[src/rtl/i3c2_reg_capture.sv]
// Shadow register bank for I2C sequencer read results.
// Drains changed entries round-robin as {addr,data} records on a valid/ready stream.
module i3c2_reg_capture #(
    parameter int         CHANGE_ONLY = 1,
    parameter logic [7:0] RESET_DATA  = 8'h00
) (
    input  logic       clk,
    input  logic       rst,
    input  logic [4:0] reg_addr,
    input  logic [7:0] reg_data,
    input  logic       reg_write,
    input  logic [4:0] rd_addr,
    output logic [7:0] rd_data,
    output logic       out_valid,
    input  logic       out_ready,
    output logic [4:0] out_addr,
    output logic [7:0] out_data,
    output logic [5:0] dirty_count,
    output logic       overrun,
    input  logic       clr_overrun
);

    typedef enum logic [1:0] {
        IDLE    = 2'd0,
        SCAN    = 2'd1,
        PRESENT = 2'd2
    } state_t;

    state_t     state;
    logic [7:0] bank [32];
    logic [31:0] written;
    logic [31:0] dirty;
    logic [4:0] scan_ptr;

    logic hit;
    logic latch;
    logic wr_diff;
    logic wr_mark;
    logic wr_ovr;
    logic keep;
    logic cnt_inc;
    logic cnt_dec;

    assign hit     = dirty[scan_ptr];
    assign latch   = (state == SCAN) && hit;
    assign wr_diff = (reg_data != bank[reg_addr]);
    assign wr_mark = reg_write &&
                     ((CHANGE_ONLY == 0) || !written[reg_addr] || wr_diff);
    assign wr_ovr  = reg_write && dirty[reg_addr] && wr_diff;
    // A marking write to the entry being latched keeps it dirty.
    assign keep    = wr_mark && (reg_addr == scan_ptr);
    assign cnt_inc = wr_mark && !dirty[reg_addr];
    assign cnt_dec = latch && !keep;

    // Bank, written/dirty flags, dirty counter, overrun and read port.
    always_ff @(posedge clk or posedge rst) begin
        if (rst) begin
            for (int i = 0; i < 32; i++) begin
                bank[i] <= RESET_DATA;
            end
            written     <= '0;
            dirty       <= '0;
            dirty_count <= '0;
            overrun     <= 1'b0;
            rd_data     <= RESET_DATA;
        end else begin
            rd_data <= bank[rd_addr];
            if (reg_write) begin
                bank[reg_addr]    <= reg_data;
                written[reg_addr] <= 1'b1;
            end
            if (cnt_dec) begin
                dirty[scan_ptr] <= 1'b0;
            end
            if (wr_mark) begin
                dirty[reg_addr] <= 1'b1;
            end
            dirty_count <= dirty_count + {5'd0, cnt_inc} - {5'd0, cnt_dec};
            if (wr_ovr) begin
                overrun <= 1'b1;
            end else if (clr_overrun) begin
                overrun <= 1'b0;
            end
        end
    end

    // Drain FSM: round-robin scan, latch a dirty entry, hold until accepted.
    always_ff @(posedge clk or posedge rst) begin
        if (rst) begin
            state     <= IDLE;
            scan_ptr  <= '0;
            out_valid <= 1'b0;
            out_addr  <= '0;
            out_data  <= '0;
        end else begin
            case (state)
                IDLE: begin
                    out_valid <= 1'b0;
                    if (dirty_count != 6'd0) begin
                        state <= SCAN;
                    end
                end
                SCAN: begin
                    if (hit) begin
                        out_addr  <= scan_ptr;
                        out_data  <= bank[scan_ptr];
                        out_valid <= 1'b1;
                        state     <= PRESENT;
                    end else begin
                        scan_ptr <= scan_ptr + 5'd1;
                        if (dirty_count == 6'd0) begin
                            state <= IDLE;
                        end
                    end
                end
                PRESENT: begin
                    if (out_ready) begin
                        out_valid <= 1'b0;
                        scan_ptr  <= scan_ptr + 5'd1;
                        state     <= SCAN;
                    end
                end
                default: begin
                    state     <= IDLE;
                    out_valid <= 1'b0;
                end
            endcase
        end
    end

endmodule

[config.mk]
export PLATFORM = sky130hd
export DESIGN_NAME = i3c2_reg_capture
export DESIGN_NICKNAME = d
export VERILOG_FILES = /design/src/rtl/i3c2_reg_capture.sv
export SDC_FILE = /design/constraint.sdc
export NUM_CORES = 1
export LEC_CHECK = 0
export CAP_MARGIN = 25
export CORE_MARGIN = 2
export CORE_UTILIZATION = 30
export CTS_CLUSTER_SIZE = 30
export DETAILED_ROUTE_END_ITERATION = 16
export SKIP_LAST_GASP = 1
export SLEW_MARGIN = 20
export SYNTH_ARGS = -nofsm -noshare
export SYNTH_HDL_FRONTEND = slang
export SYNTH_SLANG_ARGS = --single-unit
export TNS_END_PERCENT = 20
[constraint.sdc]
create_clock -name clk -period 14.7 [get_ports clk]
set_input_delay 2.94 -clock clk [delete_from_list [all_inputs] [get_ports clk]]
set_output_delay 2.94 -clock clk [all_outputs]
set_load 0.01 [all_outputs]
======== After elaboration in Yosys (flattened, before gate mapping) ========
Index checks and enable logic that the tools add are counted.
W data, S select, Z words.
word-level totals
  flip-flop bits (word level) ............. 356
  input port bits ......................... 23
  output and inout port bits .............. 29
  logic and storage cells ................. 129
cells by class
  add/sub/neg operators ................... 3
  order comparisons ....................... 8
  equality and inequality tests ........... 9
  multiplexer cells ....................... 37
  bitwise gates (word level) .............. 7
  reductions and logical operators ........ 23
operator list
  kind                  count
  $bwmux W256           1
  $bmux W8 S5           3
  $mux W32              2
  $or A32 B32 Y32       2
  $mux W8               7
  $demux W8 S5          1
  $and A32 B32 Y32      1
  $not A32 Y32          1
  $ge A6 B6 Y1 const B  3
  $not A5 Y6            3
  $bmux W1 S5           3
  $lt A5 B6 Y1 const B  2
  $demux W1 S5          2
  $ge A5 B1 Y1 const B  2
  $logic_and A1 B1 Y1   10
  $mux W5               2
  $pmux W5 S2           1
  $mux W1               9
  $mux W2               4
  $ne A2 B2 Y1 const B  4
  $ne A8 B8 Y1          1
  $add A6 B1 Y6         1
  $logic_not A6 Y1      1
  $lt A6 B1 Y1 const B  1
  15 further kinds      20

======== Longest topological paths before layout ========
  depth in word-level cells ............... 13
  depth in mapped cells ................... 20
  gate-level depth less buffers ........... 16

======== Worst setup path before layout ========
No wires, ideal clock.
  path type ............................... input to register
  start ................................... in reg_addr[1]
  end ..................................... reg dirty_count[4]
  arrival time ............................ 6630 ps
  data required time ...................... 14620 ps
  slack ................................... 7990 ps
  stages .................................. 19
  path buffers ............................ 5
  path through ............................ buf_2 > buf_6 > buf_6 > buf_2 > buf_2 > mux4_2 > mux2i_1 > o22ai_1 > nor2_1 > nor2_4 > or3b_2 > ha_1 > inv_1 > ha_1 > fa_1 > a21oi_1 > nor2_1 > nor2_1 > xnor2_1
on the way
  longest elaborated chain between the ends .. 11
  elaborated cells on any way between the ends .. 20
  classes of those cells .................. add/sub (2); eq/ne (2); mux (7); bitwise (1); reduce/logical (8)
ends and longest elaborated chain
  what                                                    line  RTL
  start, declared                                         9     input logic [4:0] reg_addr,
  branches (longest 10 deep; another with $add A6 B1 Y6)  n/a
  $sub A6 B1 Y6 *                                         78    dirty_count <= dirty_count + {5'd0, cnt_inc} - {5'd0, cnt_dec};
  end signal, assigned                                    78
  end, declared                                           18    output logic [5:0] dirty_count,
Mark *: on every way between the ends. The select of a mux whose other input is x is not followed.
A chain may end at the register's enable or synchronous reset.

======== Final worst setup path ========
  start ................................... in reg_addr[1]
  end ..................................... reg dirty_count[5]
Same word-level chain as after synthesis.

==> reports/results.ini <==
[sta]
max_slew_margin=0.2583
setup_viol=0
hold_violations=0
slew_viol_final=0
tns_ps=0
rsz0062_at_grt=false
whs_ps=461.6
worstMarginPinSlew_ps=1113
final.min_clock_period_ps=8534
fmax_ghz=0.1172
fin_crit_sh=0.5805
fin_skew_ps=22.15

[worst_setup_path]
worstPathRequired_ps=15170
path_cells=clkbuf_8 > buf_4 > mux2i_1 > o22ai_1 > nor4_1 > a21oi_1 > nor4_1 > nand4_4 > nor2_4 > a31o_2 > ha_1 > inv_1 > ha_1 > a21o_1 > a21oi_1 > o21bai_1 > a21oi_1 > xor2_1
endpoint_kind=flip-flop
reg2reg_from=scan_ptr[0]
cp.arrival_ps=9000
crit_buf_inv=3
worst-path-max-fanout=86
crit_path_top_delay_cell=buf_4
crit_type=primary input to flip-flop
slowest_delay_ps=960
critPathTopFamily=simple AND/OR/NAND/NOR gates
r2r_slack_ps=9700
crit_top_cell=a21oi_1
r2r-end=dirty_count[5]
cp-start-kind=primary input
ff2ff_path_depth=15

[worst_hold_path]
hp-class=flip-flop to flip-flop
worstHoldStart=written[19]
hold_path_end=written[19]
hold_path_depth=1

[clock_network]
clock_latency_ps=560
h-tree-depth=2
clk_pin_slew_ps=60
cts_root_buf=clkbuf_16
cts_tree=built
clock_sinks=356
clock_path_buffers=3
cts.repair.resized=0
cts_setup_buffers=0
numCtsBuffers=39
ctsHoldBuffers=0

[routing]
drt_first_pass_iters=6
wire_per_inst_um=25.57
drt-vias-per-instance=5.752
drc=0
vias=14374
totalWireLength_um=63910
first_iter_violations=1416
postRouteAntennaNets=0

[floorplanning]
pin_count=52
die_area_um2=71280
std_cell_rows=96
die_x_um=267.0
start_util=0.3025
die_y_um=267.0
core_um2=68590

[place]
place.gp.congestion=0.9491
hpwl_um=43220
io_buffers=51

[synthesis]
ys.flop_type=dfrtp_1
yosysWarnings=0
netlist-cell-type-count=58
async_flop_share=1.000
ys_ff_latch=356
synth-edff-count=0
synth_area_um2=20750
synth_fp_nets=1565
synth_top_area_frac=0.4294
ys_top_cells_by_area=dfrtp_1, mux4_2, mux2_2, mux2i_1, o22ai_1
synthCells=1529
synth.avg_cell_area_um2=13.57
yosysTopAreaCell=dfrtp_1
seq_area_frac_synth=0.4294

[global_route]
grt_overflow=0
grt_max_degree=191
antenna_found_initial=1
grt_pass1_wl_um=97790
grt_pass1_vias=14336
track_usage=0.1810

[cells_and_area]
final_cell_mix=dfrtp_1, mux2_2, mux4_2, mux2i_1, nand2_1
fillers=6626
nNetsFinal=1579
final_core_util=0.3426
antenna_cells=0
final_common_cell=dfrtp_1
syn_to_final_growth_pct=13.25
drive_above_1_share=0.3737

[pwr]
vdd_ir_drop_max_uv=79.90
power_uw=3726
power_leakage_uw=0.009987
p_per_area_nw_per_um2=158.6

[status]
status=completed

[job]
maxCapViolations=0

power by group:
part | total, µW | internal (µW) | switching, µW
Clock | 1030 | 620 | 411
Sequential | 1450 | 1190 | 261
Combinational | 1240 | 651 | 593
Total | 3730 | 2460 | 1270
state kept, by name, summed over array words and instances (netlist names):
signal / count
bank: 256
dirty: 32
written: 32
out_data: 8
rd_data: 8
dirty_count: 6
out_addr: 5
scan_ptr: 5
state: 2
out_valid: 1
overrun: 1
synthesized netlist by cell type, types with 10 or more instances:
| master | count |
|---|---|
| a21oi_1 | 18 |
| dfrtp_1 | 356 |
| mux4_2 | 168 |
| ha_1 | 12 |
| buf_1 | 23 |
| clkbuf_1 | 58 |
| nor4_1 | 10 |
| o211ai_1 | 16 |
| o21ai_0 | 21 |
| nand2_1 | 69 |
| nor2_1 | 27 |
| mux2_2 | 267 |
| o22ai_1 | 66 |
| buf_6 | 12 |
| or2_2 | 22 |
| a221oi_1 | 16 |
| mux2i_1 | 130 |
| nand2b_1 | 23 |
| buf_2 | 16 |
| a22o_1 | 16 |
| inv_1 | 43 |
routing by layer:
layer / global-route usage / routed length, µm
met5: 0 / 0
met4: 0.05117 / 1817
met3: 0.03054 / 4779
met2: 0.2746 / 28560
met1: 0.2652 / 28750
cells by family (layout without fill, tap and decap cells):
group / count (synthesis) / in the layout / share of synthesized area
compound gates: 202 / 202 / 0.07110
buf+inv: 162 / 201 / 0.03594
simple gates: 218 / 218 / 0.05994
xor+xnor: 13 / 13 / 0.005488
flops: 356 / 356 / 0.4294
mux: 565 / 565 / 0.3900
fa+ha+maj: 13 / 13 / 0.008201
worst max path at each step:
stage | startpoint | endpoint | slack [ps] | depth (start not counted)
floorplan | rst | bank[0] | 1880 | 1
global placement | reg_addr[1] | dirty_count[5] | 5860 | 18
detailed placement | reg_addr[1] | dirty_count[5] | 5750 | 18
CTS | reg_addr[1] | dirty_count[5] | 6310 | 18
global route | reg_addr[1] | dirty_count[5] | 5800 | 18
finish | reg_addr[1] | dirty_count[5] | 6170 | 18
area by class of cell:
cell class / instances / area, µm² / area share
clock inverter: 11 / 185.2 / 0.007881
multi-input combinational: 1011 / 11090 / 0.4722
clock buffer: 55 / 1129 / 0.04803
timing repair buffer: 92 / 839.6 / 0.03573
sequential: 356 / 8916 / 0.3794
tap: 931 / 1165 / 0.04957
inverter: 43 / 168.9 / 0.007189
stage by stage:
| step | cells | area, µm² | setup WS, ps |
|---|---|---|---|
| after floorplan | 1529 | 20750 | 1883 |
| after global placement | 2432 | 22160 | 5862 |
| after detailed placement | 2432 | 22160 | 5753 |
| after CTS | 2498 | 23480 | 6306 |
| after global routing | 2499 | 23500 | 5804 |
| final | 2499 | 23500 | 6166 |
(Power assumes the default switching activity.)
